===== config.mk =====
export PLATFORM = sky130hd
export DESIGN_NAME = alu_arbiter_flat
export DESIGN_NICKNAME = d
export VERILOG_FILES = /design/src/rtl/alu_pkg.sv /design/src/rtl/alu_arbiter_if.sv /design/src/rtl/alu.sv /design/src/rtl/rr_arb2.sv /design/src/rtl/alu_arbiter.sv /design/src/flat_wrapper.sv
export SDC_FILE = /design/constraint.sdc
export NUM_CORES = 1
export LEC_CHECK = 0
export ABC_CLOCK_PERIOD_IN_PS = 5900
export BUFFER_PORTS_ARGS = -buffer_cell sky130_fd_sc_hd__buf_2
export CAP_MARGIN = 20
export CORE_MARGIN = 3
export CORE_UTILIZATION = 30
export CTS_CLUSTER_DIAMETER = 50
export DETAILED_ROUTE_END_ITERATION = 16
export SYNTH_ARGS = -nofsm -noshare
export SYNTH_HDL_FRONTEND = slang
export SYNTH_SLANG_ARGS = --single-unit

===== constraint.sdc =====
create_clock -name clk -period 5.9 [get_ports clk]
set_clock_uncertainty 0.1 [all_clocks]
set_input_delay 0 -clock clk [delete_from_list [all_inputs] [get_ports clk]]
set_output_delay 0 -clock clk [all_outputs]
set_load 0.005 [all_outputs]

===== src/rtl/alu_pkg.sv =====
// -----------------------------------------------------------------------------
// alu_pkg
// Shared definitions for the 8-bit ALU and the two-requester ALU arbiter.
//   - ALU opcode constants (alu "s" encoding) and the highest legal opcode
//   - response-slot state enum used by the arbiter FSM
// -----------------------------------------------------------------------------
package alu_pkg;

    localparam logic [3:0] OP_ADD  = 4'd0;
    localparam logic [3:0] OP_SUB  = 4'd1;
    localparam logic [3:0] OP_AND  = 4'd2;
    localparam logic [3:0] OP_OR   = 4'd3;
    localparam logic [3:0] OP_XOR  = 4'd4;
    localparam logic [3:0] OP_NOTA = 4'd5;
    localparam logic [3:0] OP_NOTB = 4'd6;
    localparam logic [3:0] OP_SHL  = 4'd7;
    localparam logic [3:0] OP_SHR  = 4'd8;
    localparam logic [3:0] OP_INC  = 4'd9;

    // Anything above this is rejected with rsp_err.
    localparam logic [3:0] OP_LAST = OP_INC;

    typedef enum logic {
        EMPTY = 1'b0,
        FULL  = 1'b1
    } slot_state_t;

endpackage


===== src/rtl/alu_arbiter_if.sv =====
// -----------------------------------------------------------------------------
// alu_arbiter_if
// Bundles the two request channels, the response channel and the grant
// counters of alu_arbiter.
//   master : the requester/consumer side (drives requests and rsp_ready)
//   slave  : the arbiter side (drives readies, response and counters)
// -----------------------------------------------------------------------------
interface alu_arbiter_if #(
    parameter int CNT_W = 16
);
    logic             req0_valid;
    logic             req0_ready;
    logic [7:0]       req0_a;
    logic [7:0]       req0_b;
    logic [3:0]       req0_op;

    logic             req1_valid;
    logic             req1_ready;
    logic [7:0]       req1_a;
    logic [7:0]       req1_b;
    logic [3:0]       req1_op;

    logic             rsp_valid;
    logic             rsp_ready;
    logic             rsp_id;
    logic [7:0]       rsp_out;
    logic             rsp_z;
    logic             rsp_n;
    logic             rsp_c;
    logic             rsp_v;
    logic             rsp_err;

    logic [CNT_W-1:0] gnt_cnt0;
    logic [CNT_W-1:0] gnt_cnt1;

    modport master (
        output req0_valid, req0_a, req0_b, req0_op,
        output req1_valid, req1_a, req1_b, req1_op,
        input  req0_ready, req1_ready,
        input  rsp_valid, rsp_id, rsp_out, rsp_z, rsp_n, rsp_c, rsp_v, rsp_err,
        output rsp_ready,
        input  gnt_cnt0, gnt_cnt1
    );

    modport slave (
        input  req0_valid, req0_a, req0_b, req0_op,
        input  req1_valid, req1_a, req1_b, req1_op,
        output req0_ready, req1_ready,
        output rsp_valid, rsp_id, rsp_out, rsp_z, rsp_n, rsp_c, rsp_v, rsp_err,
        input  rsp_ready,
        output gnt_cnt0, gnt_cnt1
    );

endinterface


===== src/rtl/alu.sv =====
// -----------------------------------------------------------------------------
// alu
// Combinational 8-bit ALU.
//   a, b : operands          op : opcode (alu_pkg OP_*)
//   y    : result            z/n/c/v : zero, negative, carry, overflow
// SUB reports a borrow in c. Shifts put the shifted-out bit in c.
// Opcodes above OP_LAST produce y=0 with c=v=0.
// -----------------------------------------------------------------------------
module alu
    import alu_pkg::*;
(
    input  logic [7:0] a,
    input  logic [7:0] b,
    input  logic [3:0] op,
    output logic [7:0] y,
    output logic       z,
    output logic       n,
    output logic       c,
    output logic       v
);

    logic [8:0] wide;

    // Compute result and carry/overflow per opcode; Z and N follow from y.
    always_comb begin
        wide = 9'd0;
        y    = 8'd0;
        c    = 1'b0;
        v    = 1'b0;
        case (op)
            OP_ADD: begin
                wide = {1'b0, a} + {1'b0, b};
                y    = wide[7:0];
                c    = wide[8];
                v    = (a[7] == b[7]) && (y[7] != a[7]);
            end
            OP_SUB: begin
                wide = {1'b0, a} - {1'b0, b};
                y    = wide[7:0];
                c    = wide[8];
                v    = (a[7] != b[7]) && (y[7] != a[7]);
            end
            OP_AND:  y = a & b;
            OP_OR:   y = a | b;
            OP_XOR:  y = a ^ b;
            OP_NOTA: y = ~a;
            OP_NOTB: y = ~b;
            OP_SHL: begin
                y = {a[6:0], 1'b0};
                c = a[7];
            end
            OP_SHR: begin
                y = {1'b0, a[7:1]};
                c = a[0];
            end
            OP_INC: begin
                wide = {1'b0, a} + 9'd1;
                y    = wide[7:0];
                c    = wide[8];
                v    = !a[7] && y[7];
            end
            default: y = 8'd0;
        endcase
        z = (y == 8'd0);
        n = y[7];
    end

endmodule


===== src/rtl/rr_arb2.sv =====
// -----------------------------------------------------------------------------
// rr_arb2
// Two-way round-robin picker.
//   valid[1:0] : requesters asking this cycle
//   last       : id of the previously granted requester
//   en         : grants allowed this cycle
//   gnt[1:0]   : one-hot grant (or zero)
// On a tie the requester that was not granted last wins.
// -----------------------------------------------------------------------------
module rr_arb2 (
    input  logic [1:0] valid,
    input  logic       last,
    input  logic       en,
    output logic [1:0] gnt
);

    assign gnt[0] = en & valid[0] & (~valid[1] |  last);
    assign gnt[1] = en & valid[1] & (~valid[0] | ~last);

endmodule


===== src/rtl/alu_arbiter.sv =====
// -----------------------------------------------------------------------------
// alu_arbiter
// Shares one 8-bit ALU between two requesters with round-robin arbitration
// and holds one registered response (result, flags, id, illegal-op error).
//   clk, reset : clock and asynchronous active-high reset
//   bus        : alu_arbiter_if.slave (request channels 0/1, response
//                channel, per-requester saturating grant counters)
// Parameters: RR_INIT (reset value of last-grant pointer), CNT_W (counter width)
// -----------------------------------------------------------------------------
module alu_arbiter
    import alu_pkg::*;
#(
    parameter logic RR_INIT = 1'b1,
    parameter int   CNT_W   = 16
) (
    input  logic         clk,
    input  logic         reset,
    alu_arbiter_if.slave bus
);

    localparam logic [CNT_W-1:0] CNT_MAX = '1;
    localparam logic [CNT_W-1:0] CNT_ONE = {{(CNT_W-1){1'b0}}, 1'b1};

    slot_state_t      state;
    slot_state_t      state_nxt;
    logic             last;
    logic             slot_free;
    logic [1:0]       gnt;
    logic             grant;
    logic             win_id;

    logic [7:0]       sel_a;
    logic [7:0]       sel_b;
    logic [3:0]       sel_op;
    logic             op_err;
    logic [7:0]       alu_y;
    logic             alu_z;
    logic             alu_n;
    logic             alu_c;
    logic             alu_v;

    logic             rsp_id_q;
    logic [7:0]       rsp_out_q;
    logic             rsp_z_q;
    logic             rsp_n_q;
    logic             rsp_c_q;
    logic             rsp_v_q;
    logic             rsp_err_q;
    logic [CNT_W-1:0] cnt0_q;
    logic [CNT_W-1:0] cnt1_q;

    // The slot can take a new result when it is empty or being drained now.
    // Reset gates the picker so no ready is seen while reset is held.
    assign slot_free = (state == EMPTY) | bus.rsp_ready;

    rr_arb2 u_rr (
        .valid ({bus.req1_valid, bus.req0_valid}),
        .last  (last),
        .en    (slot_free & ~reset),
        .gnt   (gnt)
    );

    assign grant          = |gnt;
    assign win_id         = gnt[1];
    assign bus.req0_ready = gnt[0];
    assign bus.req1_ready = gnt[1];

    // Operand mux: whatever the winner presents in the grant cycle is used.
    assign sel_a  = win_id ? bus.req1_a  : bus.req0_a;
    assign sel_b  = win_id ? bus.req1_b  : bus.req0_b;
    assign sel_op = win_id ? bus.req1_op : bus.req0_op;
    assign op_err = (sel_op > OP_LAST);

    alu u_alu (
        .a  (sel_a),
        .b  (sel_b),
        .op (sel_op),
        .y  (alu_y),
        .z  (alu_z),
        .n  (alu_n),
        .c  (alu_c),
        .v  (alu_v)
    );

    // Slot state register.
    always_ff @(posedge clk or posedge reset) begin
        if (reset) begin
            state <= EMPTY;
        end else begin
            state <= state_nxt;
        end
    end

    // A grant always (re)fills the slot; a drain with no refill empties it.
    always_comb begin
        state_nxt = state;
        case (state)
            EMPTY:   if (grant) state_nxt = FULL;
            FULL:    if (bus.rsp_ready) state_nxt = grant ? FULL : EMPTY;
            default: state_nxt = EMPTY;
        endcase
    end

    // Response slot and round-robin pointer load on the grant edge only,
    // so the held response stays stable while the consumer stalls.
    // An illegal opcode still occupies the slot, with result and flags zeroed.
    always_ff @(posedge clk or posedge reset) begin
        if (reset) begin
            last      <= RR_INIT;
            rsp_id_q  <= 1'b0;
            rsp_out_q <= 8'd0;
            rsp_z_q   <= 1'b0;
            rsp_n_q   <= 1'b0;
            rsp_c_q   <= 1'b0;
            rsp_v_q   <= 1'b0;
            rsp_err_q <= 1'b0;
        end else if (grant) begin
            last      <= win_id;
            rsp_id_q  <= win_id;
            rsp_out_q <= op_err ? 8'd0 : alu_y;
            rsp_z_q   <= op_err ? 1'b0 : alu_z;
            rsp_n_q   <= op_err ? 1'b0 : alu_n;
            rsp_c_q   <= op_err ? 1'b0 : alu_c;
            rsp_v_q   <= op_err ? 1'b0 : alu_v;
            rsp_err_q <= op_err;
        end
    end

    // Per-requester grant counters, saturating at all-ones.
    always_ff @(posedge clk or posedge reset) begin
        if (reset) begin
            cnt0_q <= '0;
            cnt1_q <= '0;
        end else begin
            if (gnt[0] && (cnt0_q != CNT_MAX)) cnt0_q <= cnt0_q + CNT_ONE;
            if (gnt[1] && (cnt1_q != CNT_MAX)) cnt1_q <= cnt1_q + CNT_ONE;
        end
    end

    assign bus.rsp_valid = (state == FULL);
    assign bus.rsp_id    = rsp_id_q;
    assign bus.rsp_out   = rsp_out_q;
    assign bus.rsp_z     = rsp_z_q;
    assign bus.rsp_n     = rsp_n_q;
    assign bus.rsp_c     = rsp_c_q;
    assign bus.rsp_v     = rsp_v_q;
    assign bus.rsp_err   = rsp_err_q;
    assign bus.gnt_cnt0  = cnt0_q;
    assign bus.gnt_cnt1  = cnt1_q;

endmodule

===== src/flat_wrapper.sv =====
// flat-port wrapper written by rule: the top's interface ports become plain ports
module alu_arbiter_flat import alu_pkg::*;
#(
    parameter logic RR_INIT = 1'b1,
    parameter int   CNT_W   = 16
)
  (clk, reset, bus_req0_valid, bus_req0_a, bus_req0_b, bus_req0_op, bus_req1_valid, bus_req1_a, bus_req1_b, bus_req1_op, bus_req0_ready, bus_req1_ready, bus_rsp_valid, bus_rsp_id, bus_rsp_out, bus_rsp_z, bus_rsp_n, bus_rsp_c, bus_rsp_v, bus_rsp_err, bus_rsp_ready, bus_gnt_cnt0, bus_gnt_cnt1);
  alu_arbiter_if #(.CNT_W(CNT_W)) bus_i ();
  input  logic clk;
  input  logic reset;
  input wire logic [$bits(bus_i.req0_valid)-1:0] bus_req0_valid;
  input wire logic [$bits(bus_i.req0_a)-1:0] bus_req0_a;
  input wire logic [$bits(bus_i.req0_b)-1:0] bus_req0_b;
  input wire logic [$bits(bus_i.req0_op)-1:0] bus_req0_op;
  input wire logic [$bits(bus_i.req1_valid)-1:0] bus_req1_valid;
  input wire logic [$bits(bus_i.req1_a)-1:0] bus_req1_a;
  input wire logic [$bits(bus_i.req1_b)-1:0] bus_req1_b;
  input wire logic [$bits(bus_i.req1_op)-1:0] bus_req1_op;
  output wire logic [$bits(bus_i.req0_ready)-1:0] bus_req0_ready;
  output wire logic [$bits(bus_i.req1_ready)-1:0] bus_req1_ready;
  output wire logic [$bits(bus_i.rsp_valid)-1:0] bus_rsp_valid;
  output wire logic [$bits(bus_i.rsp_id)-1:0] bus_rsp_id;
  output wire logic [$bits(bus_i.rsp_out)-1:0] bus_rsp_out;
  output wire logic [$bits(bus_i.rsp_z)-1:0] bus_rsp_z;
  output wire logic [$bits(bus_i.rsp_n)-1:0] bus_rsp_n;
  output wire logic [$bits(bus_i.rsp_c)-1:0] bus_rsp_c;
  output wire logic [$bits(bus_i.rsp_v)-1:0] bus_rsp_v;
  output wire logic [$bits(bus_i.rsp_err)-1:0] bus_rsp_err;
  input wire logic [$bits(bus_i.rsp_ready)-1:0] bus_rsp_ready;
  output wire logic [$bits(bus_i.gnt_cnt0)-1:0] bus_gnt_cnt0;
  output wire logic [$bits(bus_i.gnt_cnt1)-1:0] bus_gnt_cnt1;
  assign bus_i.req0_valid = bus_req0_valid;
  assign bus_i.req0_a = bus_req0_a;
  assign bus_i.req0_b = bus_req0_b;
  assign bus_i.req0_op = bus_req0_op;
  assign bus_i.req1_valid = bus_req1_valid;
  assign bus_i.req1_a = bus_req1_a;
  assign bus_i.req1_b = bus_req1_b;
  assign bus_i.req1_op = bus_req1_op;
  assign bus_req0_ready = bus_i.req0_ready;
  assign bus_req1_ready = bus_i.req1_ready;
  assign bus_rsp_valid = bus_i.rsp_valid;
  assign bus_rsp_id = bus_i.rsp_id;
  assign bus_rsp_out = bus_i.rsp_out;
  assign bus_rsp_z = bus_i.rsp_z;
  assign bus_rsp_n = bus_i.rsp_n;
  assign bus_rsp_c = bus_i.rsp_c;
  assign bus_rsp_v = bus_i.rsp_v;
  assign bus_rsp_err = bus_i.rsp_err;
  assign bus_i.rsp_ready = bus_rsp_ready;
  assign bus_gnt_cnt0 = bus_i.gnt_cnt0;
  assign bus_gnt_cnt1 = bus_i.gnt_cnt1;
  alu_arbiter #(.RR_INIT(RR_INIT), .CNT_W(CNT_W)) u_core (.clk(clk), .reset(reset), .bus(bus_i));
endmodule

# ---- Word level (Yosys, flattened, before mapping)
# Cells that the tools add are included.
# Widths: inputs -> output; s select.
dict set report op_classes {
  addsub 5
  magnitude_cmp 1
  n_eq_ne 15
  muxes 14
  bitwise 18
  n_reduce_logical 9
}
# operator n
set op_table {}
lappend op_table {{$pmux 8 s10} 1}
lappend op_table {{$add 16x1->16 const B} 2}
lappend op_table {{$ne 16x16->1 const B} 2}
lappend op_table {{$mux 8} 3}
lappend op_table {{$eq 4x3->1 const B} 4}
lappend op_table {{$not 8->8} 2}
lappend op_table {{$add 8x1->9 const B} 1}
lappend op_table {{$add 8x8->9} 1}
lappend op_table {{$sub 8x8->9} 1}
lappend op_table {{$and 8x8->8} 1}
lappend op_table {{$eq 4x2->1 const B} 2}
lappend op_table {{$eq 4x4->1 const B} 2}
lappend op_table {{$logic_not 8->1} 1}
lappend op_table {{$or 8x8->8} 1}
lappend op_table {{$xor 8x8->8} 1}
lappend op_table {{$mux 1} 6}
lappend op_table {{$and 1x1->1} 5}
lappend op_table {{$logic_and 1x1->1} 5}
lappend op_table {{$not 1->1} 5}
lappend op_table {{$pmux 1 s5} 1}
lappend op_table {{$eq 4x1->1 const B} 1}
lappend op_table {{$gt 4x4->1 const B} 1}
lappend op_table {{$logic_not 4->1} 1}
lappend op_table {{$mux 4} 1}
lappend op_table {{7 further kinds} 11}
dict set report totals {
  regBits 48
  out_inout_bits 49
}

# ---- Longest topological paths before layout
# Gate-level depths: netlist of run 1.
dict set report logic_depth {
  word_depth 11
  ltp_mapped 20
  ltp_nobuf 16
}

# ---- Hierarchy
# Synthesis of run 1 repeated with hierarchy kept, for this count alone.
dict set report hier_totals {
  hier_cells 456
  hier_area_um2 4174.0
}
# module n_inst cells_each area_per_inst_um2 seq_area_each_um2
set by_module_without_submodules {}
lappend by_module_without_submodules {alu_arbiter 1 204 2391.0 1202.4}
lappend by_module_without_submodules {alu 1 247 1761.7 0.0}
lappend by_module_without_submodules {rr_arb2 1 5 21.3 0.0}

# ---- Worst setup path before layout of run 1
# No wires, ideal clock.
dict set report synth_timing {
  kind {input to register}
  from {input port reset}
  to {register u_core.rsp_z_q, in the netlist u_core.bus.rsp_z}
  setup_ns 0.092
  t_arrival_ns 4.574
  required_ns 5.708
  setup_slack_ns 1.134
  cell_stages 16
  path_buffers 2
  path_cell_list {inv_1 -> nand3_1 -> inv_1 -> clkbuf_1 -> clkbuf_1 -> nor3_1 -> o21ai_0 -> nor3_1 -> ha_1 -> nor2_1 -> or4_1 -> o31a_1 -> a211oi_2 -> or4b_1 -> a2111o_1 -> o31ai_2}
}
dict set report synth_between {
  elab_chain_len 9
  elab_cells_between_ends 32
}
# item line_no
set synth_rtl {}
lappend synth_rtl {{from (decl)} flat_wrapper.sv:10} ;# input logic reset;
lappend synth_rtl {{$not 1->1 (*)} alu_arbiter.sv:59} ;# .en (slot_free & ~reset),
lappend synth_rtl {{$and 1x1->1 (*)} alu_arbiter.sv:59}
lappend synth_rtl {{$and 1x1->1 (2 in a row)} rr_arb2.sv:18} ;# assign gnt[1] = en & valid[1] & (~valid[0] | ~last);
lappend synth_rtl {{$mux 8, or another cell as far along} alu_arbiter.sv:69} ;# assign sel_a = win_id ? bus.req1_a : bus.req0_a;
lappend synth_rtl {{$add 8x1->9, or another cell as far along} alu.sv:57} ;# wide = {1'b0, a} + 9'd1;
lappend synth_rtl {{$pmux 8 s10} alu.sv:30} ;# case (op)
lappend synth_rtl {{$logic_not 8->1} alu.sv:64} ;# z = (y == 8'd0);
lappend synth_rtl {{$mux 1} alu_arbiter.sv:121} ;# rsp_z_q <= op_err ? 1'b0 : alu_z;
lappend synth_rtl {{to (signal assigned)} alu_arbiter.sv:121}
lappend synth_rtl {{to (decl)} alu_arbiter.sv:44} ;# logic rsp_z_q;
# Every way passes the cells marked *; elsewhere a longest branch is shown, timed or not.
# A chain may end at the register's enable or synchronous reset.

# ---- Worst setup path in the final report of run 1
dict set report layout_timing {
  from {register u_core.last}
  to {register u_core.rsp_z_q, in the netlist u_core.bus.rsp_z}
}
dict set report layout_between {
  elab_chain_len 8
  elab_cells_between_ends 31
}
# item line_no
set layout_rtl {}
lappend layout_rtl {{from (decl)} alu_arbiter.sv:26} ;# logic last;
lappend layout_rtl {{from (signal assigned)} alu_arbiter.sv:118} ;# last <= win_id;
lappend layout_rtl {{$not 1->1} rr_arb2.sv:18}
lappend layout_rtl {{$or 1x1->1} rr_arb2.sv:18}
lappend layout_rtl {{$and 1x1->1} rr_arb2.sv:18}
lappend layout_rtl {{$mux 8, or another cell as far along} alu_arbiter.sv:69}
lappend layout_rtl {{$add 8x1->9, or another cell as far along} alu.sv:57}
lappend layout_rtl {{$pmux 8 s10} alu.sv:30}
lappend layout_rtl {{$logic_not 8->1} alu.sv:64}
lappend layout_rtl {{$mux 1} alu_arbiter.sv:121}
# Several ways; a longest one is shown, not always the timed one.

==> results.toml, run 1 <==
[grt]
grt_pass1_vias = 4451
grt_use_total_pct = 17.9
grt_max_degree = 50
grt-ovfl-total = 0
antenna_found_initial = 0
grt_pass1_wl_um = 23800

[floorplanning]
die-area_sq_um = 16400
io_pins = 94
die_height_um = 128
rows = 43
core_area_sq_um = 14200
start_util_pct = 31.5
dieWidth_um = 128

[sta]
hold_viol = 0
layout_setup_ws_ns = 1.48
relSlewSlack_pct = 41.4
drv_slew = 0
fmax_ghz = 0.226
holdWs_ns = 0.187
post-route-min-period_ns = 4.42
post-route-period-util_pct = 74.8
rsz0062_at_grt = "false"
tightest_slew_ns = 0.877
fin_tns_setup_ns = 0
final-setup-viol-count = 0

[critical_path]
critPathMaxFanout = 28
cpMaxStageDelayCell = "or4_1"
cp-end-kind = "flop"
cp.required_ns = 6.00
slowest_delay_ns = 0.52
path_depth = 15
path_buf_inv = 2
path_cells = "a21boi_2 -> nand3_2 -> inv_1 -> buf_4 -> nor3_1 -> o21ai_0 -> nor3_1 -> ha_1 -> nor2_1 -> or4_1 -> o31a_1 -> a211oi_2 -> or4b_1 -> a2111o_1 -> o31ai_2"
crit_top_cell = "nor3_1"
cp-start-kind = "flop"
crit_arrival_ns = 4.52
r2r_cells = 15
path_delay_family = "simple AND/OR/NAND/NOR gates"
crit_type = "flop to flop"

[synthesis]
synth_mux_area_share_pct = 6.13
synth_top_family_by_area = "simple AND/OR/NAND/NOR gates"
synth_ff_type = "dfrtp_1"
ys_types = 77
ys_seq_area_share_pct = 26.3
synth_cells = 556
ys_ff_latch = 47
synthAdderAreaFrac_pct = 8.28
synth-edff-count = 0
syn_area_sq_um = 4470
synth-xor-area-share_pct = 8.42
synth_simple_gate_area_share_pct = 24.6
synth_fp_nets = 630
synth_compound_area_share_pct = 21.0
synthArstFlopShare_pct = 100
yosys_warnings = 0
syn_area_per_cell_sq_um = 8.05

[route]
first_iter_violations = 343
ant_nets = 0
drt_pass1_iterations = 5
drc = 0
drt-wirelength-per-cell_um = 18.3
wl_um = 15000
vias_per_cell = 5.57
vias = 4575

[clock_tree]
worstSkewPairLatency_ns = 0.29
htreeDepth = 2
cts_root_buf = "clkbuf_16"
clkTransAtPathRegs_ns = 0.06
cts_tree = "yes"
cts_buffers = 5
cts-resized-gates = 0
cts_buffer_depth = 2
cts.sinks = 47

[pwr]
irDropWorstVdd_v = 0.000112
powerDensity_nw_per_um2 = 244
leakagePower_nw = 2.47

[layout]
mostFrequentLayoutCells = "buf_2, nand2_1, nor2_1, dfrtp_1, inv_1"
syn2layout_area_growth_pct = 18.3
layout_commonest_cell = "buf_2"
fill_cells = 1543
final_util_pct = 37.3
drive_above_1_share_pct = 20.6
layout.nets = 714
final_cell_area_sq_um = 5290
seqCellArea_sq_um = 1180
antenna_cells = 0
multi_input_area_sq_um = 3070

[status]
outcome = "completed"

[place]
placed_cell_area_sq_um = 5100
io_buffers = 93
place_ws_ns = 1.54
dpl.hpwl_um = 11800
place_congestion = 0.962

[flow_run]
drv_cap = 0

[worst_hold_path]
hold_depth = 4
min_path_type = "input port to flop"
path summary, 6_finish.rpt:
path                       slack, ns                                 end                              start
max                             1.48        u_core.bus.rsp_z$_DFFE_PP0P_            u_core.last$_DFFE_PP1P_
min                             0.19      u_core.bus.rsp_err$_DFFE_PP0P_                     bus_req0_op[3]
max reg2reg                     1.48        u_core.bus.rsp_z$_DFFE_PP0P_            u_core.last$_DFFE_PP1P_
min reg2reg                     0.37   u_core.bus.rsp_out[1]$_DFFE_PP0P_  u_core.bus.rsp_out[1]$_DFFE_PP0P_
max in group asynchronous       4.92  u_core.bus.gnt_cnt0[8]$_DFFE_PP0P_                              reset
min in group asynchronous       0.37      u_core.bus.rsp_valid$_DFF_PP0_                              reset
layout make-up:
class                   count  share of cell area, %
clock buffers               5                   2.36
repair buffers            100                   9.88
inverters                  34                   2.41
clock inverters             3                  0.875
well taps                 180                   4.26
flip-flops and latches     47                   22.2
multi-input cells         452                   58.0
worst register-to-register path: cells and delay by family (launching register included):
family / cells / cell delay (ns)
and+or+nand+nor: 6 / 1.55
buffers and inverters: 2 / 0.51
adders and majority gates: 1 / 0.32
AOI/OAI and AO/OA: 6 / 1.44
DFF: 1 / 0.39
power by group:
group          internal (mW)  total [mW]  switching, mW
clock network          0.201       0.327          0.126
registers              0.388       0.459         0.0715
logic                  0.212       0.503          0.292
synth_stat cells (all sizes together), types with 3 or more instances:
cell      n  area, sq um
nand3    26          130
ha       28          350
buf       8         48.8
o21a      3         22.5
a21o      4         30.0
a221oi    3         26.3
nor2b     7         43.8
o31a      3         26.3
a211oi    6         50.1
a21oi    24          120
clkbuf   15         56.3
mux2i    15          150
a31oi     7         43.8
or3       3         18.8
o22ai    10         62.6
and2      5         31.3
o21ai    26          130
o31ai     5         42.5
nor2     52          195
dfrtp    46         1150
xnor2    31          272
o41ai     4         42.6
o2111ai   4         35.0
nor4      6         37.5
nand2b   14         95.1
inv      34          128
or2       3         18.8
nand2    59          221
o2bb2ai   4         35.0
mux2     11          124
and3      6         37.5
nor3     18         90.1
nand4     6         37.5
a221o     3         30.0
xor2     12          105
o221ai    6         52.6
kinds of logic after synthesis:
group                      Yosys count
AOI/OAI and AO/OA                  133
and+or+nand+nor                    221
muxes                               26
DFF                                 47
adders and majority gates           29
buffers and inverters               57
xor gates and xnor gates            43
per-layer routing:
metal	vias to the layer above	track usage (%)	routed length [um]
met5	-	0	0
met4	0	6.49	386
met3	27	2.83	1390
met2	267	27.5	6460
met1	2099	25.3	6750
li1	2182	-	-
metrics by stage:
stage / instances / power [mW]
after CTS: 821 / 1.30
after global placement: 811 / 0.947
final: 821 / 1.29
after floorplan: 556 / 0.765
after global routing: 821 / 1.37
after detailed placement: 811 / 0.962
state kept, by name (all words and copies together) (netlist names):
register / count
u_core.bus.rsp_v: 1
u_core.bus.rsp_valid: 1
u_core.bus.rsp_err: 1
u_core.bus.gnt_cnt1: 16
u_core.last: 1
u_core.bus.rsp_z: 1
u_core.bus.rsp_c: 1
u_core.bus.rsp_n: 1
u_core.bus.rsp_out: 7
u_core.bus.gnt_cnt0: 16
u_core.bus.rsp_id: 1
what timing repair did:
item                                   4_1_cts  5_1_grt
hold buffers                                 2        0
endpoints found under the hold margin       47        0
buffers inserted                             0        0
(Power assumes the default switching activity.)
==> inputs of run 2 (changes only) <==
ABC_CLOCK_PERIOD_IN_PS = 3500   (was 5900)
clock period = 3.5 ns   (was 5.9 ns; I/O delays follow)
==> results.toml, run 2 (synthesis gave the netlist of run 1 again) <==
[status]
outcome = "complete, but fails checks"
violations = "setup timing"

[grt]
grt_pass1_vias = 5011
grt_max_degree = 50
grt_pass1_wl_um = 26200
grt-ovfl-total = 0
grt_use_total_pct = 19.8
antenna_found_initial = 0

[floorplanning]
die-area_sq_um = 16400
start_util_pct = 31.5
io_pins = 94
dieWidth_um = 128
core_area_sq_um = 14200
rows = 43
die_height_um = 128

[sta]
fin_tns_setup_ns = -0.959
relSlewSlack_pct = 44.9
fmax_ghz = 0.259
final-setup-viol-count = 4
post-route-period-util_pct = 110
tightest_slew_ns = 0.818
layout_setup_ws_ns = -0.362
drv_slew = 0
rsz0062_at_grt = "true"
post-route-min-period_ns = 3.86
hold_viol = 0

[layout]
antenna_cells = 0
fill_cells = 1438
drive_above_1_share_pct = 35.8
layout_commonest_cell = "buf_2"
syn2layout_area_growth_pct = 40.6
layout.nets = 803
mostFrequentLayoutCells = "buf_2, buf_4, nand2_1, nor2_1, dfrtp_1"
final_cell_area_sq_um = 6290
stdcell_count = 910

[route]
first_iter_violations = 329
drt-wirelength-per-cell_um = 18.2
ant_nets = 0
drt_pass1_iterations = 5
wl_um = 16600
drc = 0
vias = 4997
vias_per_cell = 5.49

[critical_path]
crit_arrival_ns = 3.96
r2r_start = "u_core.last$_DFFE_PP1P_"
crit_type = "flop to flop"
ff2ff_setup_slack_ns = -0.36
critPathMaxFanout = 7
cp.required_ns = 3.59
cp-end-kind = "flop"
timing.rr.end = "u_core.bus.rsp_z$_DFFE_PP0P_"
r2r_cells = 14
cp-start-kind = "flop"

[pwr]
powerDensity_nw_per_um2 = 400
p_total_mw = 2.51
leakagePower_nw = 2.95
irDropWorstVdd_v = 0.000234

[flow_run]
drv_cap = 0

[clock_tree]
cts_buffer_depth = 2
cts_buffers = 5
worstSkewPairLatency_ns = 0.28
htreeDepth = 2
cts_root_buf = "clkbuf_16"
cts_tree = "yes"
clkTransAtPathRegs_ns = 0.06
cts.sinks = 47

[place]
placed_cell_area_sq_um = 5620
place_congestion = 0.934
io_buffers = 93
dp.cells = 872
dpl.hpwl_um = 12800

[worst_hold_path]
holdPathEnd = "u_core.bus.rsp_valid$_DFF_PP0_"
hold_path_startpoint = "bus_rsp_ready"
min_path_type = "input port to flop"
hold_depth = 4
==> run 2: cell count changes in the layout (fill, tap and decap cells not counted), sizes merged <==
| cell | change |
|---|---|
| buf | +90 |
| bufinv | +1 |
| clkbuf | +1 |
| dlygate4sd3 | -1 |
| inv | -2 |
==> run 2: repair_timing <==
action                                 in CTS  in global routing
gates resized for setup                     5                 55
setup buffers                              22                 13
setup endpoints to repair                   5                  9
pin swaps                                   6                 19
endpoints found under the hold margin      46                  0
hold buffers                                1                  0
==> run 2: worst max path at each step <==
stage | startpoint | end | slack [ns] | cells after the start
2_1_floorplan | reset | u_core.bus.rsp_z$_DFFE_PP0P_ | -0.48 | 15
3_3_place_gp | u_core.last$_DFFE_PP1P_ | u_core.bus.rsp_z$_DFFE_PP0P_ | -0.24 | 14
3_5_place_dp | u_core.last$_DFFE_PP1P_ | u_core.bus.rsp_z$_DFFE_PP0P_ | -0.31 | 14
4_1_cts | u_core.last$_DFFE_PP1P_ | u_core.bus.rsp_z$_DFFE_PP0P_ | -0.32 | 14
5_1_grt | u_core.last$_DFFE_PP1P_ | u_core.bus.rsp_z$_DFFE_PP0P_ | -0.56 | 14
6_report | u_core.last$_DFFE_PP1P_ | u_core.bus.rsp_z$_DFFE_PP0P_ | -0.36 | 14
==> run 2: stage by stage <==
stage,utilization (%),hold WS [ns],worst slack (ns)
after global placement,39.5,0.161,-0.244
after floorplan,-,-0.0608,-0.482
after CTS,42.3,0.0234,-0.322
after global routing,44.3,0.0555,-0.561
final,44.3,0.0282,-0.362
after detailed placement,39.5,0.179,-0.312
==> run 2: critical path, stage by stage, from the launching register on <==
cell	delay [ns]
dfstp_2	0.54
a21boi_2	0.07
nand3_2	0.15
buf_6	0.16
mux2_4	0.31
inv_2	0.07
nor3_2	0.04
ha_1	0.29
nor2_1	0.04
or4_1	0.49
o31a_1	0.13
a211oi_2	0.27
or4b_4	0.52
a2111o_1	0.40
o31ai_2	0.18
==> run 2: where the power goes <==
part | switching (mW) | internal (mW) | leakage [nW] | total (mW)
clock | 0.198 | 0.410 | 0.0911 | 0.608
combinational | 0.575 | 0.561 | 2.26 | 1.14
sequential | 0.115 | 0.654 | 0.599 | 0.769
==> run 2: routing by layer <==
layer  track usage, %  vias to the layer above  share of wire (%)
met3             2.38                       33                7.0
met2             33.3                      246                 46
met4             4.87                        0                1.6
met1             26.9                     2362                 45
met5                0                        -                  0
li1                 -                     2356                  -
==> run 2: final cells by class <==
cell class                 instances  area, sq um  share of cell area, %
clock buffer                       6          129                   2.05
clock inverter                     2         60.1                  0.955
inverter                          34          131                   2.09
multi-input combinational        452         3330                   52.9
sequential                        47         1180                   18.7
tap                              180          225                   3.58
timing repair buffer             189         1240                   19.7
==> inputs of run 3 (changes only) <==
ABC_CLOCK_PERIOD_IN_PS = 4290   (was 3500)
PLACE_DENSITY_LB_ADDON = 0.08   (was default)
clock period = 4.29 ns   (was 3.5 ns; I/O delays follow)
==> results.toml, run 3 (synthesis gave the netlist of run 1 again) <==
[status]
outcome = "completed"

[layout]
mostFrequentLayoutCells = "buf_2, nand2_1, nor2_1, dfrtp_1, inv_1"
final_cell_area_sq_um = 5370
fill_cells = 1516
drive_above_1_share_pct = 21.7
layout_commonest_cell = "buf_2"
antenna_cells = 0
syn2layout_area_growth_pct = 20.1
layout.nets = 723

[floorplanning]
dieWidth_um = 128
core_area_sq_um = 14200
die_height_um = 128
rows = 43
die-area_sq_um = 16400
io_pins = 94
start_util_pct = 31.5

[worst_hold_path]
min_path_type = "input port to flop"

[critical_path]
timing.rr.end = "u_core.bus.rsp_z$_DFFE_PP0P_"
cpMaxStageDelayCell = "or4_1"
timing.critical_path.from = "u_core.last$_DFFE_PP1P_"
path_delay_family = "compound AO/OA/AOI/OAI gates"
crit_end = "u_core.bus.rsp_z$_DFFE_PP0P_"
r2r_start = "u_core.last$_DFFE_PP1P_"
cp.required_ns = 4.39
r2r_cells = 15
path_depth = 15
crit_arrival_ns = 4.16
path_cells = "a21boi_2 -> nand3_2 -> inv_1 -> mux2_2 -> o21ai_0 -> buf_4 -> nor3_1 -> ha_1 -> nor2_1 -> or4_1 -> o31a_1 -> a211oi_2 -> or4b_1 -> a2111o_1 -> o31ai_2"
crit_type = "flop to flop"
critPathMaxFanout = 5
path_buf_inv = 2
slowest_delay_ns = 0.50
cp-end-kind = "flop"
cp-start-kind = "flop"
ff2ff_setup_slack_ns = 0.23

[grt]
grt_pass1_vias = 4379
grt_max_degree = 50
grt-ovfl-total = 0
grt_pass1_wl_um = 23900
grt_use_total_pct = 18.1
antenna_found_initial = 0

[route]
drt_pass1_iterations = 5
vias_per_cell = 5.42
drt-wirelength-per-cell_um = 18.4
drc = 0
vias = 4495
ant_nets = 0
first_iter_violations = 242
wl_um = 15300

[pwr]
p_switching_mw = 0.654
p_comb_share_pct = 39.5
powerDensity_nw_per_um2 = 329
p_int_mw = 1.11
irDropWorstVdd_v = 0.000152
p_clk_share_pct = 25.2
leakagePower_nw = 2.51
switching_share_pct = 37.1
seqPwrFrac_pct = 35.3

[sta]
rsz0062_at_grt = "false"
fmax_ghz = 0.246
final-setup-viol-count = 0
post-route-min-period_ns = 4.06
tightest_slew_ns = 1.00
post-route-period-util_pct = 94.6
fin_tns_setup_ns = 0
hold_viol = 0
drv_slew = 0
relSlewSlack_pct = 31.5

[place]
io_buffers = 93
place_congestion = 0.879
dpl.hpwl_um = 12200
placed_cell_area_sq_um = 5180

[clock_tree]
cts.sinks = 47
cts-resized-gates = 0
cts_buffers = 5
cts_setup_buffers = 0
htreeDepth = 2
worstSkewPairLatency_ns = 0.29
clkTransAtPathRegs_ns = 0.06
cts_buffer_depth = 2
cts_root_buf = "clkbuf_16"
cts_tree = "yes"

[flow_run]
drv_cap = 0
-- run 3: power groups by stage --
stage                     clock, mW  sequential, mW  combinational [mW]
after floorplan                   0           0.626               0.428
after global placement            0           0.628               0.700
after detailed placement          0           0.632               0.696
after CTS                     0.455           0.624               0.702
after global routing          0.477           0.640               0.781
final                         0.445           0.623               0.697
-- run 3: what timing repair did --
item | CTS | global route
hold endpoints to repair | 47 | 0
hold buffers | 2 | 0
endpoints found under the setup margin | 0 | 0
-- run 3: per-layer routing --
layer	vias to the layer above	track usage (%)	share of wire, %
li1	2198	-	-
met1	2156	25.5	47
met2	129	30.0	46
met5	-	0	0
met3	12	2.38	5.2
met4	0	3.56	1.3
-- run 3: worst min path at each step --
stage | start | slack, ns | end | cells past startpoint
2_1_floorplan | reset | -0.06 | u_core.bus.gnt_cnt0[0]$_DFFE_PP0P_ | 1
3_3_place_gp | reset | 0.18 | u_core.bus.rsp_id$_DFFE_PP0P_ | 3
3_5_place_dp | reset | 0.19 | u_core.bus.rsp_id$_DFFE_PP0P_ | 3
4_1_cts | bus_req0_valid | 0.15 | u_core.last$_DFFE_PP1P_ | 5
5_1_grt | bus_req0_valid | 0.18 | u_core.last$_DFFE_PP1P_ | 5
6_report | bus_req0_valid | 0.15 | u_core.last$_DFFE_PP1P_ | 5
-- run 3: area by class of cell --
cell class | instances | area [sq um] | share of cell area, %
Clock buffer | 5 | 125 | 2.33
Sequential cell | 47 | 1180 | 21.9
Multi-Input combinational cell | 452 | 3070 | 57.1
Clock inverter | 3 | 43.8 | 0.815
Tap cell | 180 | 225 | 4.19
Timing Repair Buffer | 109 | 603 | 11.2
Inverter | 34 | 131 | 2.44
-- run 3: worst register-to-register path, cell delays in order, from the launching register on --
cell and delay [ns]:
dfstp_2 0.39, a21boi_2 0.16, nand3_2 0.13, inv_1 0.18, mux2_2 0.37, o21ai_0 0.08, buf_4 0.16, nor3_1 0.06
ha_1 0.30, nor2_1 0.05, or4_1 0.50, o31a_1 0.14, a211oi_2 0.23, or4b_1 0.50, a2111o_1 0.44, o31ai_2 0.20
-- run 3: per-stage QoR --
| step | cells | power, mW | hold WS, ns | setup WS (ns) | util [%] |
|---|---|---|---|---|---|
| global route | 830 | 1.90 | 0.181 | 0.0402 | 37.8 |
| finish | 830 | 1.77 | 0.148 | 0.230 | 37.8 |
| detailed placement | 820 | 1.33 | 0.191 | 0.269 | 36.5 |
| floorplan | 556 | 1.05 | -0.0608 | 0.00957 | - |
| global placement | 820 | 1.33 | 0.178 | 0.317 | 36.5 |
| CTS | 830 | 1.78 | 0.150 | 0.236 | 37.8 |
